`config.mk`:
```
export PLATFORM = sky130hd
export DESIGN_NAME = ifmap_row_feeder
export DESIGN_NICKNAME = d
export VERILOG_FILES = /design/src/rtl/pe_pkg.sv /design/src/rtl/ifmap_row_feeder_out_reg.sv /design/src/rtl/ifmap_row_feeder.sv
export SDC_FILE = /design/constraint.sdc
export NUM_CORES = 1
export LEC_CHECK = 0
export ABC_AREA = 0
export CAP_MARGIN = 0
export CORE_MARGIN = 2
export CORE_UTILIZATION = 40
export DETAILED_ROUTE_END_ITERATION = 16
export GPL_ROUTABILITY_DRIVEN = 1
export PLACE_DENSITY = 0.76
export SYNTH_ARGS = -nofsm -noshare
export SYNTH_HDL_FRONTEND = slang
export SYNTH_SLANG_ARGS = --single-unit
```
`constraint.sdc`:
```
create_clock -name clk -period 4.51 [get_ports clk]
set_clock_uncertainty 0.1 [all_clocks]
set_input_delay 0.6765 -clock clk [delete_from_list [all_inputs] [get_ports clk]]
set_output_delay 0.6765 -clock clk [all_outputs]
set_load 0.02 [all_outputs]
```
`src/rtl/pe_pkg.sv`:
```
// Shared definitions for the PE front-end: IFMAP word layout and feeder FSM states.
// The IFMAP word is {start_bit, end_bit, data}; bit positions assume the default element width.
package pe_pkg;
  localparam int ELEM_W_DEFAULT  = 16;
  localparam int LEN_W_DEFAULT   = 8;
  localparam int IFMAP_START_BIT = ELEM_W_DEFAULT + 1;
  localparam int IFMAP_END_BIT   = ELEM_W_DEFAULT;

  typedef enum logic [1:0] {
    IDLE   = 2'd0,
    STREAM = 2'd1,
    DRAIN  = 2'd2
  } feeder_state_t;
endpackage

```
`src/rtl/ifmap_row_feeder_out_reg.sv`:
```
// One-entry valid/ready output register: 1-cycle latency, full throughput via same-cycle reload.
// Word holds when the sink is not ready; dout keeps the last loaded value after it is consumed.
module feeder_out_reg #(
  parameter int WIDTH = pe_pkg::ELEM_W_DEFAULT + 2
) (
  input  logic             clk,
  input  logic             rst,
  input  logic             clear,
  input  logic             load,
  input  logic [WIDTH-1:0] din,
  input  logic             out_ready,
  output logic             out_valid,
  output logic [WIDTH-1:0] dout,
  output logic             wen
);
  assign wen = out_valid & out_ready;

  always_ff @(posedge clk or negedge rst) begin
    if (!rst) begin
      out_valid <= 1'b0;
      dout      <= '0;
    end else begin
      if (clear)
        out_valid <= 1'b0;
      else if (load)
        out_valid <= 1'b1;
      else if (wen)
        out_valid <= 1'b0;

      if (load)
        dout <= din;
    end
  end
endmodule

```
`src/rtl/ifmap_row_feeder.sv`:
```
// Tags source elements with row start/end flags and writes them to the PE IFMAP buffer.
// Latency 1 cycle; src_ready drops in the same cycle the IFMAP buffer stalls a pending word.
module ifmap_row_feeder #(
  parameter int ELEMENT_WIDTH = pe_pkg::ELEM_W_DEFAULT,
  parameter int LEN_WIDTH     = pe_pkg::LEN_W_DEFAULT
) (
  input  logic                     clk,
  input  logic                     rst,
  input  logic                     start,
  input  logic [LEN_WIDTH-1:0]     row_len,
  input  logic [LEN_WIDTH-1:0]     num_rows,
  input  logic                     flush,
  input  logic                     src_valid,
  input  logic [ELEMENT_WIDTH-1:0] src_data,
  output logic                     src_ready,
  input  logic                     ifmap_ready,
  output logic                     ifmap_wen,
  output logic [ELEMENT_WIDTH+1:0] ifmap_din,
  output logic                     busy,
  output logic                     done
);
  import pe_pkg::*;

  localparam logic [LEN_WIDTH-1:0] LEN_ONE = LEN_WIDTH'(1);

  feeder_state_t state, state_nxt;
  logic [LEN_WIDTH-1:0] row_len_q, num_rows_q, col_cnt, row_cnt;
  logic out_valid, accept, col_last, row_last, job_ok, done_nxt;
  logic [ELEMENT_WIDTH+1:0] word;

  assign job_ok    = (row_len != '0) && (num_rows != '0);
  assign col_last  = (col_cnt == row_len_q - LEN_ONE);
  assign row_last  = (row_cnt == num_rows_q - LEN_ONE);
  assign src_ready = (state == STREAM) & (!out_valid | ifmap_ready) & !flush;
  assign accept    = src_valid & src_ready;
  assign busy      = (state != IDLE);
  assign word      = {(col_cnt == '0), col_last, src_data};

  always_comb begin
    state_nxt = state;
    done_nxt  = 1'b0;
    if (flush) begin
      state_nxt = IDLE;
    end else begin
      case (state)
        IDLE: begin
          if (start) begin
            // An empty job completes immediately without touching the source.
            if (job_ok)
              state_nxt = STREAM;
            else
              done_nxt = 1'b1;
          end
        end
        STREAM: begin
          if (accept && col_last && row_last)
            state_nxt = DRAIN;
        end
        DRAIN: begin
          if (ifmap_wen) begin
            state_nxt = IDLE;
            done_nxt  = 1'b1;
          end
        end
        default: state_nxt = IDLE;
      endcase
    end
  end

  always_ff @(posedge clk or negedge rst) begin
    if (!rst) begin
      state <= IDLE;
      done  <= 1'b0;
    end else begin
      state <= state_nxt;
      done  <= done_nxt;
    end
  end

  always_ff @(posedge clk or negedge rst) begin
    if (!rst) begin
      row_len_q  <= '0;
      num_rows_q <= '0;
      col_cnt    <= '0;
      row_cnt    <= '0;
    end else if (flush) begin
      col_cnt <= '0;
      row_cnt <= '0;
    end else if (state == IDLE && start) begin
      row_len_q  <= row_len;
      num_rows_q <= num_rows;
      col_cnt    <= '0;
      row_cnt    <= '0;
    end else if (accept) begin
      if (col_last) begin
        col_cnt <= '0;
        row_cnt <= row_cnt + LEN_ONE;
      end else begin
        col_cnt <= col_cnt + LEN_ONE;
      end
    end
  end

  feeder_out_reg #(
    .WIDTH(ELEMENT_WIDTH + 2)
  ) u_out_reg (
    .clk      (clk),
    .rst      (rst),
    .clear    (flush),
    .load     (accept),
    .din      (word),
    .out_ready(ifmap_ready),
    .out_valid(out_valid),
    .dout     (ifmap_din),
    .wen      (ifmap_wen)
  );
endmodule

```
### Yosys cells after proc, flatten, opt, wreduce, memory -nomap -nowiden

Index checks and enable logic that the tools add are counted.

| word-level totals | value |
|---|---|
| register bits | 54 |
| input bits | 38 |
| output and inout port bits | 22 |
| logic and storage cells | 65 |

| operators by class | value |
|---|---|
| $add $sub $neg | 4 |
| equality and inequality tests | 8 |
| muxes and demuxes | 22 |
| bitwise logic cells | 6 |
| reduce and logical (&&, ||, !) cells | 17 |

Operators by type and width:

| operator | number |
|---|---|
| $mux W8 | 8 |
| $add A8 B1 Y8 const B | 2 |
| $eq A8 B8 Y1 | 2 |
| $reduce_bool A8 Y1 | 2 |
| $sub A8 B1 Y8 const B | 2 |
| $mux W2 | 5 |
| $ne A3 B3 Y1 const B | 3 |
| $reduce_bool A3 Y1 | 3 |
| $logic_not A8 Y1 | 1 |
| $mux W1 | 7 |
| $pmux W2 S3 | 1 |
| $and A1 B1 Y1 | 4 |
| $logic_and A1 B1 Y1 | 4 |
| $reduce_and A2 Y1 | 2 |
| $reduce_and A4 Y1 | 1 |
| $ne A3 B2 Y1 const B | 1 |
| $eq A2 B1 Y1 const B | 1 |
| $eq A2 B2 Y1 const B | 1 |
| $logic_not A1 Y1 | 2 |
| $logic_not A2 Y1 | 1 |
| $pmux W1 S2 | 1 |
| $reduce_bool A2 Y1 | 1 |
| $not A1 Y1 | 1 |
| $or A1 B1 Y1 | 1 |

### Depth between registers and ports, before layout

Gate-level depths: netlist (run 1).

| logic depth | value |
|---|---|
| depth after elaboration | 10 |
| depth in mapped cells | 9 |
| depth with buffers taken out | 8 |

### Hierarchy

Synthesis (run 1) repeated with hierarchy kept, for this count alone.

| second synthesis, totals | value |
|---|---|
| cells, all modules | 272 |
| area total of the unflattened synthesis | 2925.3 sq um |

By module, submodules not included:

| module | instances | cells an instance | area each (sq um) | seq. area each (sq um) |
|---|---|---|---|---|
| ifmap_row_feeder | 1 | 229 | 2160.8 | 875.8 |
| feeder_out_reg | 1 | 43 | 764.5 | 475.5 |

### Worst setup path before layout (run 1)

Ideal clock, no wire load.

| timing path | value |
|---|---|
| path type | register to register |
| from | register row_len_q[4] |
| to | register row_cnt[5] |
| library setup time | 0.078 ns |
| arrival time | 2.372 ns |
| data required time | 4.332 ns |
| slack | 1.961 ns |
| cell stages (with the launch flop) | 8 |
| period minus slack after synthesis | 2.549 ns |
| cells stage by stage | dfrtp_1 buf_6 or4_4 or3_4 a211oi_4 nand3_2 or4_1 a21oi_1 |

| on the way | value |
|---|---|
| cells in the longest elaborated chain, start to end | 4 |

Ends and longest elaborated chain:

| what | RTL line | text |
|---|---|---|
| from (decl) | ifmap_row_feeder.sv:27 | `logic [LEN_WIDTH-1:0] row_len_q, num_rows_q, col_cnt, row_cnt;` |
| from (signal assigned) | ifmap_row_feeder.sv:90 | `row_len_q <= row_len;` |
| $sub A8 B1 Y8 | ifmap_row_feeder.sv:32 | `assign col_last = (col_cnt == row_len_q - LEN_ONE);` |
| $eq A8 B8 Y1 | ifmap_row_feeder.sv:32 |  |
| $reduce_bool A3 Y1 (no source line) | -- |  |
| $reduce_and A2 Y1 (no source line) | -- |  |
| to (signal assigned) | ifmap_row_feeder.sv:97 | `row_cnt <= row_cnt + LEN_ONE;` |
| to (decl) | ifmap_row_feeder.sv:27 |  |

No other way between the ends.
A chain may end at the register's enable or synchronous reset.

### Worst setup path in the final report (run 1)

| timing path | value |
|---|---|
| from | input flush |
| to | output src_ready |

| on the way | value |
|---|---|
| cells in the longest elaborated chain, start to end | 2 |

Ends and longest elaborated chain:

| what | RTL line | text |
|---|---|---|
| from (decl) | ifmap_row_feeder.sv:12 | `input logic flush,` |
| $logic_not A1 Y1 | ifmap_row_feeder.sv:34 | `assign src_ready = (state == STREAM) & (!out_valid \| ifmap_ready) & !flush;` |
| $and A1 B1 Y1 | ifmap_row_feeder.sv:34 |  |
| to (decl) | ifmap_row_feeder.sv:15 | `output logic src_ready,` |

No other way between the ends.

==> flow_summary.ini, run 1 <==
[pwr]
seqPwrFrac_pct = 48.5
p_comb_share_pct = 28.0
total_power_mw = 1.24
swShare_pct = 32.2
clkPwrFrac_pct = 23.5
p_per_area_mw_per_mm2 = 337
ir_drop_uv = 153
power.leakage_nw = 1.56
internal-power_mw = 0.838
power_switching_mw = 0.398

[synthesis]
synth_area_leaders = dfrtp_1, nand2_1, mux2_2
synthMostInstantiatedCell = nand2_1
synth_seq_cells = 54
ys_async_sr_fraction_pct = 100
synth-edff-count = 0
post-synth-top-area-cell = dfrtp_1
yosysUniqueCellTypes = 49
ys.warnings.count = 0
synth_ff_type = dfrtp_1
yosys-top-cells-count = nand2_1, dfrtp_1, mux2_2, o21ai_0
synth_area_mm2 = 0.00289
avgSynthCellArea_um2 = 9.32
synth_top_area_share_pct = 46.8
synth_fp_nets = 353
syn-instance-count = 310
seq_area_frac_synth_pct = 46.8

[timing]
fin_crit_ns = 2.91
tightest_slew_ns = 0.679
fin_crit_sh_pct = 64.6
fin_tns_setup_ns = 0
holdWs_ns = 0.370
setup_violations = 0
max_freq_mhz = 343
fin_ws_ns = 1.60
slew_headroom_pct = 54.7
slew_viol_final = 0
hold_viol = 0
rsz0062_at_grt = no

[place]
port-buffer-count = 59
gp_congestion = 0.846
dp_hpwl_um = 4680
dp_cells = 457
place_ws_ns = 1.55

[detailed_routing]
initialDrtViolationCount = 114
routed_wl_um = 6200
drc = 0
ant_nets = 0
wl_per_cell_um = 13.3
viasPerCell = 5.22
vias = 2428
first_pass_iters = 4

[clock_tree]
cts_hold_buffers = 0
cts_tree = yes
ctsResizeCount = 0
cts_made_buffers = 5
insertion_delay_ns = 0.32
cts_buffer_depth = 2
htree_levels = 2
root_buffer = clkbuf_8
cts.clk_slew.worst_paths_ns = 0.10
cts.sinks = 54
cts_setup_buffers = 0

[final_layout]
antenna_cells = 0
drive_gt1_share_pct = 9.76
fin_nets = 411
layout.area.seq_mm2 = 0.00135
multi_input_area_mm2 = 0.00143
fillers = 638
fin_cells = 465
area_delta_synth_final_pct = 26.9

[worst_setup_path]
start_kind = input pin
path_class = in2out
worstPathRequired_ns = 3.73
worstSetupEndpointType = output port
path_max_fanout = 6
arrival_ns = 2.14

[floorplanning]
fp-row-count = 30
initial_core_util_pct = 41.8
die_h_um = 89.0
ios = 60
coreArea_mm2 = 0.00691
die_area_mm2 = 0.00791
die_width_um = 89.0

[global_route]
antenna_found_initial = 0
grt_pass1_vias = 2403
grt_max_degree = 55
grt_first_pass_wirelength_um = 10500
overflow = 0
grtUsageTotal_pct = 16.9

[outcome]
status = completed

[job]
maxCapViolations = 0

[worst_hold_path]
hp-class = in2async
-- layout make-up --
class                   count  area share, %
inverters                  12           1.23
flip-flops and latches     54           36.9
clock inverters             3          0.786
multi-input cells         232           39.1
well taps                  96           3.28
clock buffers               5           1.88
repair buffers             63           16.8
-- power groups by stage --
stage | Sequential (mW) | Combinational (mW) | Clock, mW
final | 0.599 | 0.345 | 0.291
after global routing | 0.610 | 0.381 | 0.322
after CTS | 0.600 | 0.349 | 0.304
after detailed placement | 0.610 | 0.347 | 0
after global placement | 0.607 | 0.338 | 0
after floorplan | 0.636 | 0.170 | 0
-- cells by family after synthesis --
| kind of cell | synth area share, % |
|---|---|
| buffers and inverters | 3.55 |
| DFF | 46.8 |
| muxes | 5.46 |
| AOI/OAI and AO/OA | 11.1 |
| and+or+nand+nor | 24.2 |
| xor gates and xnor gates | 6.67 |
| adders and majority gates | 2.17 |
-- flip-flops by register name, summed over array words and instances, names as in the netlist --
| signal | cells |
|---|---|
| num_rows_q | 8 |
| row_len_q | 8 |
| u_out_reg.out_valid | 1 |
| col_cnt | 8 |
| state | 2 |
| row_cnt | 8 |
| u_out_reg.dout | 18 |
| done | 1 |
-- worst paths after layout --
check	start	endpoint	slack, ns	depth (start not counted)
setup / recovery	flush	src_ready	1.60	4
hold / removal	rst	u_out_reg.dout[4]$_DFFE_PN0P_	0.37	2
setup reg to reg	row_len_q[0]$_DFFE_PN0P_	row_cnt[1]$_DFFE_PN0P_	1.63	8
hold reg to reg	u_out_reg.dout[9]$_DFFE_PN0P_	u_out_reg.dout[9]$_DFFE_PN0P_	0.39	2
max in group asynchronous	rst	col_cnt[7]$_DFFE_PN0P_	3.49	2
min in group clk	u_out_reg.dout[9]$_DFFE_PN0P_	u_out_reg.dout[9]$_DFFE_PN0P_	0.39	2
-- critical path: stages --
cell	delay [ns]
clkdlybuf4s50_1	0.49
nor2_1	0.17
and3_1	0.19
clkdlybuf4s50_1	0.60
-- metrics by stage --
step | util (%) | instance area (µm²)
floorplan | - | 2890
global placement | 51.6 | 3570
detailed placement | 51.6 | 3570
CTS | 53.0 | 3660
global route | 53.0 | 3660
finish | 53.0 | 3660
-- cells in the final DEF, fill, tap and decap left out, types with 3 or more instances in the layout --
cell and instances:
nor4_1 6, nor3_1 9, or3_1 3, mux2_2 14, nand3b_1 3, inv_1 12, xor2_1 10, clkbuf_8 5
nand3_1 7, nand2_1 73, xnor2_1 12, dfrtp_1 54, and2_1 3, nor2b_1 3, nand2b_1 5, clkdlybuf4s50_1 58
ha_1 5, nand4_1 5, buf_4 4, a22o_1 3, a21oi_1 9, a31oi_1 3, nor2_1 12, and3_1 4
o21ai_0 14
-- per-layer routing --
metal | vias up | GRT usage, % | routed length, µm
met5 | - | 0 | 0
met4 | 0 | 5.97 | 111
met3 | 10 | 3.23 | 267
met2 | 62 | 30.3 | 3150
met1 | 1169 | 20.2 | 2670
li1 | 1187 | - | -
Power figures use the tool's default switching activity.
==> inputs of run 2 (changes only) <==
PLACE_DENSITY = 0.78   (was 0.76)
clock period = 2.6 ns   (was 4.51 ns; I/O delays follow)
==> run 2 against run 1 <==
The flow now finishes with violations (setup timing). Sequential share of layout area decreased by 1.6 points. Power increased by 78%. Routed wire length increased by 7.7%. Final area increased by 4.4%. Die area unchanged. Clock power increased by 74%. Combinational power increased by 92%. Cell count increased by 3.2%. Register-to-register slack got worse by 1.7 ns. First-iteration DRC count increased by 37%. Utilization increased by 2.4 points.
==> flow_summary.ini, run 2 (synthesized netlist as in run 1, its figures left out) <==
[final_layout]
largest_reg_flops = 18
final_area_mm2 = 0.00383
fin_util_pct = 55.4
area_delta_synth_final_pct = 32.5
drive_gt1_share_pct = 14.8
final_cell_mix = nand2_1, clkdlybuf4s50_1, dfrtp_1, buf_4
fin_nets = 426
fin_cells = 480
antenna_cells = 0
top_register = u_out_reg.dout
layout_commonest_cell = nand2_1

[timing]
slew_viol_final = 0
fin_tns_setup_ns = -0.0829
max_freq_mhz = 379
setup_violations = 4
slew_headroom_pct = 58.1
fin_crit_ns = 2.64
fin_crit_sh_pct = 101
rsz0062_at_grt = yes
fin_ws_ns = -0.0364
tightest_slew_ns = 0.623
holdWs_ns = 0.384
hold_viol = 0

[global_route]
overflow = 0
grt_max_degree = 24
antenna_found_initial = 0
grt_first_pass_wirelength_um = 10800
grtUsageTotal_pct = 17.5
grt_pass1_vias = 2484

[place]
place_ws_ns = 0.0346
dp_hpwl_um = 4960
port-buffer-count = 59
dpl_cell_area_mm2 = 0.00365
gp_congestion = 0.835
dp_cells = 468

[worst_hold_path]
hp-start = u_out_reg.dout[9]$_DFFE_PN0P_
hold_depth = 2
whs_endpoint = u_out_reg.dout[9]$_DFFE_PN0P_
hp-class = reg2reg

[detailed_routing]
viasPerCell = 5.27
wl_met1_um = 2710
drc = 0
wl_per_cell_um = 13.9
wl_met3_um = 237
first_pass_iters = 5
dr.max_layer_used = met4
wl_met2_um = 3650
vias = 2529
routed_wl_um = 6680
ant_nets = 0
initialDrtViolationCount = 156

[floorplanning]
initial_core_util_pct = 41.8
die_h_um = 89.0
coreArea_mm2 = 0.00691
fp-row-count = 30
die_area_mm2 = 0.00791
die_width_um = 89.0
ios = 60

[worst_setup_path]
arrival_ns = 2.75
r2r_slack_ns = -0.04
path_class = reg2reg
reg2reg_from = row_len_q[3]$_DFFE_PN0P_
crit_chain = or4_4, or3_4, a2111oi_2, o221a_2, a31o_2, a21oi_1
critPathBufInv = 0
start_kind = flip-flop
path_max_fanout = 5
worstSetupEndpointType = flip-flop
cp_slowest_cell = or4_4
worstPathRequired_ns = 2.72
r2r_end = row_cnt[6]$_DFFE_PN0P_
slowest_delay_ns = 0.53
crit_family = compound AO/OA/AOI/OAI gates
rr_worst_depth = 6

[pwr]
p_per_area_mw_per_mm2 = 574
ir_drop_uv = 280
power.leakage_nw = 1.65
total_power_mw = 2.20

[outcome]
status = finished, violations left
violations = setup timing

[clock_tree]
insertion_delay_ns = 0.32
cts.clk_slew.worst_paths_ns = 0.10
cts.sinks = 54
cts_tree = yes
cts_made_buffers = 5
cts_buffer_depth = 2
htree_levels = 2
root_buffer = clkbuf_8

[job]
maxCapViolations = 0
run 2: worst max-delay path by stage:
stage / to / slack (ns) / startpoint / depth (start not counted)
CTS: row_cnt[5]$_DFFE_PN0P_ / 0.02 / row_len_q[0]$_DFFE_PN0P_ / 9
finish: row_cnt[6]$_DFFE_PN0P_ / -0.04 / row_len_q[3]$_DFFE_PN0P_ / 6
detailed placement: row_cnt[5]$_DFFE_PN0P_ / 0.03 / row_len_q[0]$_DFFE_PN0P_ / 9
global placement: row_cnt[6]$_DFFE_PN0P_ / 0.07 / row_len_q[3]$_DFFE_PN0P_ / 6
global route: row_cnt[5]$_DFFE_PN0P_ / -0.20 / row_len_q[2]$_DFFE_PN0P_ / 6
floorplan: row_cnt[5]$_DFFE_PN0P_ / 0.05 / row_len_q[4]$_DFFE_PN0P_ / 7
run 2: layer usage:
metal	track usage, %	vias up
met3	3.88	9
met5	0	-
met1	20.4	1242
met4	4.21	0
li1	-	1222
met2	32.6	56
run 2: report_power, final:
group | leakage (nW) | internal (mW) | switching, mW
logic | 0.908 | 0.335 | 0.329
clock network | 0.0478 | 0.220 | 0.286
registers | 0.694 | 0.945 | 0.0815
run 2: layout make-up:
class                   instances  area, µm²
clock inverters                 2       16.3
repair buffers                 77        723
clock buffers                   6       82.6
multi-input cells             233       1490
inverters                      12       45.0
fillers                       628       3080
well taps                      96        120
flip-flops and latches         54       1350
run 2: worst reg2reg max path, cell delays in order (launching register included):
cell	delay, ns
dfrtp_1	0.39
or4_4	0.53
or3_4	0.41
a2111oi_2	0.53
o221a_2	0.36
a31o_2	0.17
a21oi_1	0.05
run 2: timing repair:
action	4_1_cts	5_1_grt
endpoints found under the setup margin	0	18
hold buffers	1	0
gates resized for setup	0	9
buffers inserted	0	2
hold endpoints to repair	19	0
==> inputs of run 3 (changes only) <==
CORE_ASPECT_RATIO = 0.5   (was default)
==> run 3 against run 2 <==
The flow now finishes without violations. Flip-flop and latch count stayed put. Non-clock buffer count is 3 higher. Clock power is 54% higher. Fmax is 4.9% higher. Via count is 0.51% lower. Routed wire length is 7.9% higher. Critical path depth is 3 higher. Sequential share of layout area is 0.97 points lower. Die area is 0.52% higher. Power is 14% higher. Critical endpoint unchanged.
==> flow_summary.ini, run 3 (synthesized netlist as in run 1, its figures left out) <==
[outcome]
status = completed

[worst_setup_path]
crit_family = compound AO/OA/AOI/OAI gates
worstPathRequired_ns = 2.73
worstSetupEndpointType = flip-flop
slowest_delay_ns = 0.42
crit_chain = inv_1, ha_1, nor3b_2, buf_4, mux2_2, a22o_2, o221a_2, a31o_2, a21oi_1
cp_slowest_cell = dfrtp_1
critPathBufInv = 2
path_class = reg2reg
path_max_fanout = 5
start_kind = flip-flop
arrival_ns = 2.64

[timing]
fin_crit_sh_pct = 96.7
slew_viol_final = 0
slew_headroom_pct = 53.3
fin_crit_ns = 2.51
max_freq_mhz = 398
hold_viol = 0
tightest_slew_ns = 0.701
setup_violations = 0
holdWs_ns = 0.111

[global_route]
grt_pass1_vias = 2378
grt_max_degree = 55
antenna_found_initial = 0
grtUsageTotal_pct = 18.6
overflow = 0
grt_first_pass_wirelength_um = 11500

[detailed_routing]
first_pass_iters = 4
viasPerCell = 5.25
initialDrtViolationCount = 125
ant_nets = 0
routed_wl_um = 7210
vias = 2516
drc = 0
wl_per_cell_um = 15.0

[clock_tree]
htree_levels = 2
root_buffer = clkbuf_16
insertion_delay_ns = 0.30
cts_tree = yes
cts_made_buffers = 5
cts.clk_slew.worst_paths_ns = 0.07
cts_buffer_depth = 2
cts.sinks = 54

[final_layout]
top_register = u_out_reg.dout
area_delta_synth_final_pct = 36.2
layout_commonest_cell = nand2_1
fin_nets = 429
antenna_cells = 0
final_cell_mix = nand2_1, clkdlybuf4s50_1, dfrtp_1, buf_4
fin_util_pct = 57.6
drive_gt1_share_pct = 15.5
largest_reg_flops = 18
final_area_mm2 = 0.00393

[job]
maxCapViolations = 0

[pwr]
p_per_area_mw_per_mm2 = 634
ir_drop_uv = 310
power.leakage_nw = 1.71

[floorplanning]
ios = 60
initial_core_util_pct = 42.3
coreArea_mm2 = 0.00683
fp-row-count = 21
die_h_um = 64.1
die_width_um = 124
die_area_mm2 = 0.00796

[place]
gp_congestion = 0.828
port-buffer-count = 59
dp_hpwl_um = 4980
dpl_cell_area_mm2 = 0.00366

[worst_hold_path]
hp-class = in2async
## run 3: cell count changes in the layout (fill, tap and decap cells not counted), moves of 2 or more
cell	delta
nor4_2	-2
clkbuf_8	-6
buf_4	+4
clkbuf_16	+5
## run 3: worst register-to-register path: cells and delay by family, from the launching register on
family                   cells  cell delay, ns
buffers and inverters        2            0.25
adder cells (fa/ha/maj)      1            0.22
multiplexers                 1            0.32
flip-flops                   1            0.42
AO/OA/AOI/OAI                4            0.93
AND/OR/NAND/NOR              1            0.20
## run 3: path summary, 6_finish.rpt
check	startpoint	to	slack (ns)	cells past startpoint
max	row_len_q[0]$_DFFE_PN0P_	row_cnt[6]$_DFFE_PN0P_	0.09	9
min	rst	col_cnt[3]$_DFFE_PN0P_	0.11	2
max reg2reg	row_len_q[0]$_DFFE_PN0P_	row_cnt[6]$_DFFE_PN0P_	0.09	9
min reg2reg	u_out_reg.dout[14]$_DFFE_PN0P_	u_out_reg.dout[14]$_DFFE_PN0P_	0.38	2
max in group asynchronous	rst	col_cnt[6]$_DFFE_PN0P_	1.81	2
min in group clk	u_out_reg.dout[14]$_DFFE_PN0P_	u_out_reg.dout[14]$_DFFE_PN0P_	0.38	2
## run 3: what timing repair did
item	4_1_cts	5_1_grt
pin swaps	0	3
endpoints found under the setup margin	3	17
gates cloned	0	1
setup buffers	0	4
gates resized for setup	1	9
hold buffers	0	0
## run 3: layout make-up
class | count | area, µm²
Sequential cell | 54 | 1350
Inverter | 12 | 45.0
Clock inverter | 3 | 47.5
Clock buffer | 5 | 125
Tap cell | 92 | 115
Fill cell | 568 | 2900
Multi-Input combinational cell | 233 | 1510
Timing Repair Buffer | 80 | 743
## run 3: metrics by stage
step           setup TNS (ns)  std cells  total power, mW  worst slack [ns]
3_3_place_gp                0        466             1.68            0.0899
2_1_floorplan               0        310             1.40            0.0509
4_1_cts                     0        474             2.47            0.0384
3_5_place_dp          -0.0673        466             1.69           -0.0263
6_report                    0        479             2.49            0.0868
5_1_grt                -0.116        479             2.62           -0.0468
## run 3: power by group
part	leakage [nW]	switching [mW]	internal (mW)
clock	0.0844	0.320	0.460
combinational	0.936	0.351	0.342
sequential	0.694	0.0758	0.946
## run 3: metal layers
| layer | GRT usage, % | share of wire (%) | vias up |
|---|---|---|---|
| met2 | 29.5 | 47 | 46 |
| met4 | 5.20 | 1.4 | 0 |
| met3 | 3.93 | 4.0 | 9 |
| met1 | 25.8 | 48 | 1232 |
| met5 | 0 | 0 | - |
| li1 | - | - | 1229 |
